[src/rtl/tdm_mux_4_to_1.sv]
// rtl/tdm_mux_4_to_1.sv - round-robin 4-to-1 TDM transmitter; optional TDM_CHANNEL_MASK_EN adds i_Mask
module tdm_mux_4_to_1 #(
    parameter int SLOT_CYCLES = 1000
) (
    input  logic       i_Clk,
    input  logic       i_Reset,
    input  logic       i_Enable,
    input  logic       i_Data0,
    input  logic       i_Data1,
    input  logic       i_Data2,
    input  logic       i_Data3,
`ifdef TDM_CHANNEL_MASK_EN
    input  logic [3:0] i_Mask,
`endif
    output logic       o_Data,
    output logic       o_Sel0,
    output logic       o_Sel1,
    output logic       o_Frame_Start,
    output logic       o_Active
);

    localparam int CW = (SLOT_CYCLES > 1) ? $clog2(SLOT_CYCLES) : 1;
    localparam logic [CW-1:0] LAST = CW'(SLOT_CYCLES - 1);

    typedef enum logic {IDLE, RUN} state_t;

    state_t        state, state_next;
    logic [CW-1:0] count, count_next;
    logic [1:0]    slot, slot_next;
    logic          data_q, data_next;
    logic          frame_q, frame_next;
    logic [3:0]    data_vec;

    assign data_vec = {i_Data3, i_Data2, i_Data1, i_Data0};

`ifdef TDM_CHANNEL_MASK_EN
    // Returns {found, index} of the first enabled channel at or after start.
    function automatic logic [2:0] first_enabled(input logic [3:0] mask, input logic [1:0] start);
        logic [2:0] r;
        logic [1:0] idx;
        r = 3'b000;
        for (int k = 3; k >= 0; k--) begin
            idx = start + 2'(k);
            if (mask[idx]) r = {1'b1, idx};
        end
        return r;
    endfunction

    logic [2:0] pick_entry, pick_next;
    assign pick_entry = first_enabled(i_Mask, 2'd0);
    assign pick_next  = first_enabled(i_Mask, slot + 2'd1);
`endif

    always_ff @(posedge i_Clk) begin
        if (i_Reset) begin
            state   <= IDLE;
            count   <= '0;
            slot    <= 2'd0;
            data_q  <= 1'b0;
            frame_q <= 1'b0;
        end else begin
            state   <= state_next;
            count   <= count_next;
            slot    <= slot_next;
            data_q  <= data_next;
            frame_q <= frame_next;
        end
    end

    always_comb begin
        state_next = state;
        count_next = count;
        slot_next  = slot;
        data_next  = data_q;
        frame_next = 1'b0;
        case (state)
            IDLE: begin
                count_next = '0;
                slot_next  = 2'd0;
                data_next  = 1'b0;
                if (i_Enable) begin
                    state_next = RUN;
`ifdef TDM_CHANNEL_MASK_EN
                    if (pick_entry[2]) begin
                        slot_next  = pick_entry[1:0];
                        data_next  = data_vec[pick_entry[1:0]];
                        frame_next = 1'b1;
                    end
`else
                    data_next  = i_Data0;
                    frame_next = 1'b1;
`endif
                end
            end
            RUN: begin
                if (!i_Enable) begin
                    state_next = IDLE;
                    count_next = '0;
                    slot_next  = 2'd0;
                    data_next  = 1'b0;
                end else if (count == LAST) begin
                    count_next = '0;
`ifdef TDM_CHANNEL_MASK_EN
                    if (pick_next[2]) begin
                        slot_next  = pick_next[1:0];
                        data_next  = data_vec[pick_next[1:0]];
                        frame_next = (pick_next[1:0] <= slot);
                    end else begin
                        data_next = 1'b0;
                    end
`else
                    slot_next  = slot + 2'd1;
                    data_next  = data_vec[slot_next];
                    frame_next = (slot_next == 2'd0);
`endif
                end else begin
                    count_next = count + CW'(1);
                end
            end
            default: state_next = IDLE;
        endcase
    end

    // Select and data come from registers loaded on the same edge, so they stay aligned.
    assign o_Data        = data_q;
    assign o_Sel0        = slot[0];
    assign o_Sel1        = slot[1];
    assign o_Frame_Start = frame_q;
    assign o_Active      = (state == RUN);

endmodule
[config.mk]
export PLATFORM = sky130hd
export DESIGN_NAME = tdm_mux_4_to_1
export DESIGN_NICKNAME = d
export VERILOG_FILES = /design/src/rtl/tdm_mux_4_to_1.sv
export SDC_FILE = /design/constraint.sdc
export NUM_CORES = 1
export LEC_CHECK = 0
export ABC_AREA = 1
export BUFFER_PORTS_ARGS = -buffer_cell sky130_fd_sc_hd__buf_2
export CAP_MARGIN = 20
export CORE_AREA = 3 3 40 42
export CTS_CLUSTER_DIAMETER = 120
export CTS_CLUSTER_SIZE = 24
export DETAILED_ROUTE_END_ITERATION = 7
export DIE_AREA = 0 0 43 45
export HOLD_SLACK_MARGIN = 0.02
export PLACE_DENSITY = 0.77
export SLEW_MARGIN = 0
export SYNTH_ARGS = -nofsm -noshare
export SYNTH_HDL_FRONTEND = slang
export SYNTH_SLANG_ARGS = --single-unit
[constraint.sdc]
create_clock -name i_Clk -period 2.85 [get_ports i_Clk]
set_clock_uncertainty 0.05 [all_clocks]
set_input_delay 0.1425 -clock i_Clk [delete_from_list [all_inputs] [get_ports i_Clk]]
set_output_delay 0.1425 -clock i_Clk [all_outputs]
set_load 0.01 [all_outputs]
# Word level (Yosys, flattened, before mapping)
# Index checks and enable logic that the tools add are counted.
# Widths: inputs -> output; s select.
# word_totals
register_bits	15
latchBits	0
ramBits	0
romBits	0
in_bits	7
out_inout_bits	5
word_cells	28
memories	0
# op_classes
n_addsub	2
n_mul	0
div	0
n_lt_le_gt_ge	1
n_eq_ne	2
n_shift	0
n_mux	16
bitwise_logic	1
n_reduce_logical	1
# op_table
cell	count
$mux 10	2
$pmux 10 s2	1
$add 10x1->10 const B	1
$eq 10x10->1 const B	1
$mux 1	7
$mux 2	2
$pmux 1 s2	2
$pmux 2 s2	1
$lt 2x3->1 const B	1
$ne 3x2->1 const B	1
$add 2x1->2 const B	1
$bmux 1 s2	1
$logic_not 2->1	1
$not 1->1	1

# Depth between registers and ports, before layout
# Gate-level depths: netlist of run 1.
# depth
ltp_word	6
ltp_mapped	8

# Worst setup path before layout of run 1
# OpenSTA, ideal clock, no wires.
# synth_timing
path_type	register to register
startpoint	register slot[0]
endpoint	register data_q (netlist: o_Data)
setup_time_ns	0.058
arrival_time_ns	1.077
required_ns	2.742
path_slack_ns	1.665
path_stages_with_launch	8
path_buffers	0
period_less_slack_ns	1.185
cell_sequence	dfxtp_1 -> ha_1 -> nand3b_1 -> nand2_1 -> nand2_1 -> nand2_1 -> nand2_1 -> nand2_1
# synth_between
elab_chain_len	6
# synth_lines
item	line	text
start, declared	29	logic [1:0] slot, slot_next;
start signal, assigned	64	slot <= slot_next;
$add 2x1->2	112	slot_next = slot + 2'd1;
$bmux 1 s2	113	data_next = data_vec[slot_next];
$mux 1 (not written as such)	113	
$mux 1	101	end else if (count == LAST) begin
$mux 1	96	if (!i_Enable) begin
$pmux 1 s2	76	case (state)
end signal, assigned	65	data_q <= data_next;
end, declared	30	logic data_q, data_next;
# Every way passes these cells. The select of a mux whose other input is x is not followed.
# A chain may end at the register's enable or synchronous reset.

# Worst setup path in the final report of run 1
# layout_timing
startpoint	register count[0]
endpoint	register data_q (netlist: o_Data)
# layout_between
elab_chain_len	2
# layout_lines
item	line	text
start, declared	28	logic [CW-1:0] count, count_next;
start signal, assigned	63	count <= count_next;
$eq 10x10->1	101	
$ne 3x2->1 (no source line)	n/a	
# Every way passes these cells.

==> impl_metrics.json, run 1 <==
{
  "path_clk_slew_ns": 0.09,
  "rows": 13,
  "fillers": 124,
  "coreArea_um2": 1280,
  "swShare_pct": 22.0,
  "wl_mm": 1.26,
  "post_dp_cell_area_um2": 785,
  "p_per_area_nw_per_um2": 430,
  "worstSetupPathType": "flop to flop",
  "grt_setup_unrepaired": "false",
  "die-area_um2": 1940,
  "fin_nets": 127,
  "cellLeakagePower_nw": 0.408,
  "drtAntennaViolNets": 0,
  "grt_start_max_net_pins": 12,
  "drive_gt1_share_pct": 17.1,
  "postCtsHoldBufs": 1,
  "relSlewSlack_pct": 84.1,
  "synth_nets": 111,
  "worstPathArrival_ns": 1.56,
  "ir_drop_v": 0.000228,
  "dpl.hpwl_um": 951,
  "vias_per_cell": 4.81,
  "final_cell_mix": "nand2_1 (28), inv_1 (18), dfxtp_1 (15), nor2_1 (13), buf_2 (11)",
  "fin_crit_sh_pct": 50.0,
  "area_delta_synth_final_pct": 13.7,
  "synthTopCellsByArea": "dfxtp_1 (42%), nand2_1 (15%), inv_1 (9.4%)",
  "ys_types": 18,
  "portBuffers": 11,
  "die_height_um": 45,
  "report.final.slew_viol_count": 0,
  "worst_setup_path_start_kind": "flop",
  "p_comb_share_pct": 5.8,
  "tritoncts": "yes",
  "antenna_cells": 0,
  "start_util_pct": 56.2,
  "synth_top_area_share_pct": 41.6,
  "rr_worst_depth": 8,
  "critPathMaxFanout": 11,
  "status": "finished, final reports clean",
  "finalNonFillerCells": 132,
  "fin_area_um2": 821,
  "clockBufferDepth": 2,
  "ys_seq_elements": 15,
  "dr_total_vias": 635,
  "clockRootBuffer": "clkbuf_4",
  "grt_pass1_wl_mm": 2.18,
  "ctsResizeCount": 0,
  "holdWs_ns": 0.0718,
  "required_ns": 2.98,
  "first_global_vias": 543,
  "ys_seq_area_share_pct": 41.6,
  "p_seq_share_pct": 60.4,
  "min_period_ns": 1.43,
  "switchingPower_mw": 0.0778,
  "die_w_um": 43,
  "rrSetupSlack_ns": 1.42,
  "layout_commonest_cell": "nand2_1",
  "wl_per_cell_um": 9.58,
  "r2r-start": "count[0]$_SDFF_PP0_",
  "fmax_mhz": 701,
  "crit_path_end": "o_Data$_SDFFE_PP0P_",
  "endpoint_kind": "flop",
  "synth_warnings": 0,
  "drt_iter0_markers": 10,
  "clkPwrFrac_pct": 33.8,
  "synth_top_area_cell": "dfxtp_1",
  "postSynthAreaPerCell_um2": 7.08,
  "hp-class": "input pin to flop",
  "syn-cell-area_um2": 722,
  "numCtsBuffers": 3,
  "cts_setup_buffers": 0,
  "antenna_found_initial": 0,
  "drt-pass1-iter-count": 4,
  "dp.cells": 127,
  "grt-ovfl-total": 0,
  "ioPinCount": 12,
  "finalHoldViolations": 0,
  "grtUsageTotal_pct": 15.3,
  "drc": 0,
  "setup_tns_ns": 0,
  "syn_inst": 102,
  "routabilityCongestion": 0.757,
  "clkLatencyLatePin_ns": 0.28,
  "p_int_mw": 0.275,
  "setup_viol_count_final": 0,
  "total_power_mw": 0.353,
  "reg2reg_to": "o_Data$_SDFFE_PP0P_",
  "cts_max_level": 1,
  "worst_pin_slew_ns": 0.238,
  "cts_sinks": 15,
  "max_cap_violations": 0,
  "critPathLaunch": "count[0]$_SDFF_PP0_"
}
## critical path, cell delays in order, from the launching register on
cell and delay, ns:
dfxtp_1 0.37, ha_1 0.18, nand2_1 0.05, inv_1 0.14, nand3_2 0.13, nand3_2 0.21
inv_1 0.09, nand2_1 0.06, nand2_1 0.04
## cell families (layout without fill, tap and decap cells)
kind of cell    count (synthesis)  count (layout)  synth area share [%]
simple gates                   56              56                  34.7
xor+xnor                        3               3                  3.64
fa+ha+maj                       2               2                  3.47
flops                          15              15                  41.6
compound gates                  7               7                  5.72
buf+inv                        19              34                  10.9
## through the flow
stage / setup WS [ns] / util [%]
finish: 1.42 / 63.9
global route: 1.23 / 63.9
CTS: 1.40 / 63.9
detailed placement: 1.44 / 61.1
global placement: 1.50 / 61.1
floorplan: 1.67 / -
## routing by layer
layer | GRT usage (%) | vias to the layer above | part of all wire, %
met5 | 0 | - | 0
met2 | 25.4 | 9 | 50
met3 | 3.59 | 4 | 3.0
met4 | 9.04 | 0 | 1.7
met1 | 18.1 | 284 | 45
li1 | - | 338 | -
## cell type report
cell class              count  area, um2  area share, %
multi-input cells          68        343           41.8
repair buffers             12       65.1           7.93
well taps                  15       18.8           2.29
clock buffers               4       26.3           3.20
inverters                  18       67.6           8.23
flip-flops and latches     15        300           36.6
## Yosys cell counts
| library cell | number |
|---|---|
| a21oi_1 | 4 |
| a21oi_2 | 1 |
| buf_6 | 1 |
| dfxtp_1 | 15 |
| ha_1 | 2 |
| inv_1 | 18 |
| nand2_1 | 28 |
| nand2_2 | 1 |
| nand3_1 | 8 |
| nand3_2 | 2 |
| nand3b_1 | 1 |
| nor2_1 | 13 |
| nor2_2 | 1 |
| nor3_2 | 1 |
| o21ai_0 | 1 |
| o21bai_1 | 1 |
| or2_0 | 1 |
| xor2_1 | 3 |
## sequential cells by signal, indices dropped and copies added (netlist names)
signal and count:
o_Frame_Start 1, o_Data 1, count 10, slot 2, o_Active 1
## power by group through the flow
stage	combinational, mW	clock (mW)	sequential, mW
3_5_place_dp	0.0194	0	0.218
2_1_floorplan	0.00984	0	0.219
3_3_place_gp	0.0189	0	0.218
5_1_grt	0.0233	0.132	0.214
4_1_cts	0.0206	0.126	0.213
6_report	0.0205	0.119	0.213
## how the worst min path moves through the flow
stage                   from                  end  cells after the start
global placement     i_Reset  o_Active$_SDFF_PP0_                      2
floorplan            i_Reset  o_Active$_SDFF_PP0_                      1
finish              i_Enable  o_Active$_SDFF_PP0_                      3
CTS                 i_Enable  o_Active$_SDFF_PP0_                      3
global route        i_Enable  o_Active$_SDFF_PP0_                      3
detailed placement   i_Reset  o_Active$_SDFF_PP0_                      2
No activity file was read; power rests on OpenSTA's default activity.
==> inputs of run 2 (changes only) <==
Settings changed: CORE_AREA 3 3 40 42 to unset, CORE_MARGIN set to 3, CORE_UTILIZATION set to 47, DIE_AREA 0 0 43 45 to unset, PLACE_DENSITY 0.77 to 0.71.
Clock period 2.85 ns to 1.2 ns, I/O delays scaled along.
==> impl_metrics.json, run 2 (same netlist as run 1, synthesis figures left out) <==
{
  "finalNonFillerCells": 145,
  "drtAntennaViolNets": 0,
  "ioPinCount": 12,
  "die_height_um": 45.2,
  "wl_per_cell_um": 12.4,
  "worst_setup_path_start_kind": "flop",
  "clkLatencyLatePin_ns": 0.30,
  "dpl.hpwl_mm": 1.08,
  "cellLeakagePower_nw": 0.496,
  "grt_pass1_wl_mm": 2.47,
  "finalHoldViolations": 0,
  "p_per_area_nw_per_um2": 807,
  "die_w_um": 45.2,
  "fin_crit_sh_pct": 101,
  "regMostFlops": "count",
  "fin_nets": 140,
  "final_cell_mix": "nand2_1 (24), inv_1 (15), dfxtp_1 (10), buf_2 (10), buf_4 (8)",
  "setup_viol_count_final": 3,
  "worstPathArrival_ns": 1.40,
  "fmax_mhz": 825,
  "grt_start_max_net_pins": 10,
  "largest_reg_flops": 10,
  "drive_gt1_share_pct": 44.6,
  "clockRootBuffer": "clkbuf_4",
  "clockBufferDepth": 2,
  "reg_top3": "count x10, slot x2",
  "fin_ws_ns": -0.0126,
  "post_dp_cell_area_um2": 872,
  "grt-ovfl-total": 0,
  "dr_total_vias": 722,
  "grt_setup_unrepaired": "true",
  "routabilityCongestion": 0.735,
  "worstHoldPathCells": 5,
  "max_cap_violations": 0,
  "fillers": 97,
  "grtUsageTotal_pct": 17.2,
  "rr_worst_depth": 7,
  "cts_sinks": 15,
  "setup_tns_ns": -0.0267,
  "fin_area_um2": 1080,
  "relSlewSlack_pct": 84.2,
  "violations": "negative setup slack",
  "start_util_pct": 52.8,
  "cts_max_level": 1,
  "ir_drop_v": 0.000599,
  "holdWs_ns": 0.0635,
  "dp.cells": 137,
  "antenna_found_initial": 0,
  "area_delta_synth_final_pct": 50.1,
  "antenna_cells": 0,
  "critPathMaxFanout": 8,
  "die-area_um2": 2040,
  "path_clk_slew_ns": 0.10,
  "worst_pin_slew_ns": 0.236,
  "wl_mm": 1.80,
  "coreArea_um2": 1370,
  "report.final.slew_viol_count": 0,
  "endpoint_kind": "flop",
  "hp-class": "input pin to flop",
  "min_period_ns": 1.21,
  "worstSetupPathType": "flop to flop",
  "vias_per_cell": 4.98,
  "rows": 13,
  "layout_commonest_cell": "nand2_1",
  "tritoncts": "yes",
  "seq_area_um2": 312,
  "drt-pass1-iter-count": 4,
  "required_ns": 1.38,
  "numCtsBuffers": 3,
  "first_global_vias": 603,
  "portBuffers": 11,
  "status": "finished, violations left",
  "drt_iter0_markers": 13,
  "drc": 0,
  "multi_input_area_um2": 459
}
==> run 2: stage by stage <==
step	utilization (%)	power, mW	worst slack, ns
after floorplan	-	0.544	0.0150
after global placement	63.8	0.570	-0.0371
after detailed placement	63.8	0.570	-0.102
after CTS	71.0	0.881	-0.00593
after global routing	79.3	0.910	-0.123
final	79.3	0.875	-0.0126
==> run 2: area by class of cell <==
type,instances,area share [%]
clock buffer,3,2.08
clock inverter,1,0.462
inverter,18,6.70
multi-input combinational,68,42.4
sequential,15,28.8
tap,15,1.73
timing repair buffer,25,17.9
==> run 2: final timing paths <==
check	startpoint	endpoint	slack, ns
worst min register to register	o_Data$_SDFFE_PP0P_	o_Data$_SDFFE_PP0P_	0.41
worst max-delay path	count[1]$_SDFF_PP0_	count[4]$_SDFF_PP0_	-0.01
worst max register to register	count[1]$_SDFF_PP0_	count[4]$_SDFF_PP0_	-0.01
worst min-delay path	i_Data0	o_Data$_SDFFE_PP0P_	0.06
==> run 2: per-layer routing <==
layer  share of wire (%)  global-route usage, %  vias up  routed length [um]
met3                 3.1                   5.98        6                  56
met2                  50                   26.8       12                 906
met4                 2.9                   7.02        0                  53
met5                   0                      0        -                   0
li1                    -                      -      371                   -
met1                  44                   21.3      333                 788
==> run 2: power breakdown <==
group	switching (mW)	internal [mW]	total [mW]
sequential	0.00358	0.500	0.503
clock	0.177	0.124	0.301
combinational	0.0360	0.0340	0.0699
total	0.217	0.658	0.875
==> run 2: worst max-delay path, cell delays in order (launching register included) <==
cell	delay (ns)
dfxtp_4	0.37
ha_4	0.17
nand2_4	0.06
inv_4	0.05
nand3_4	0.09
nand3_4	0.09
buf_12	0.16
a21oi_2	0.10
==> run 2: repair_timing <==
item / CTS / global route
gates resized for setup: 10 / 31
endpoints found under the hold margin: 3 / 0
setup buffers: 1 / 1
endpoints found under the setup margin: 14 / 15
hold buffers: 3 / 0
pin swaps: 1 / 9
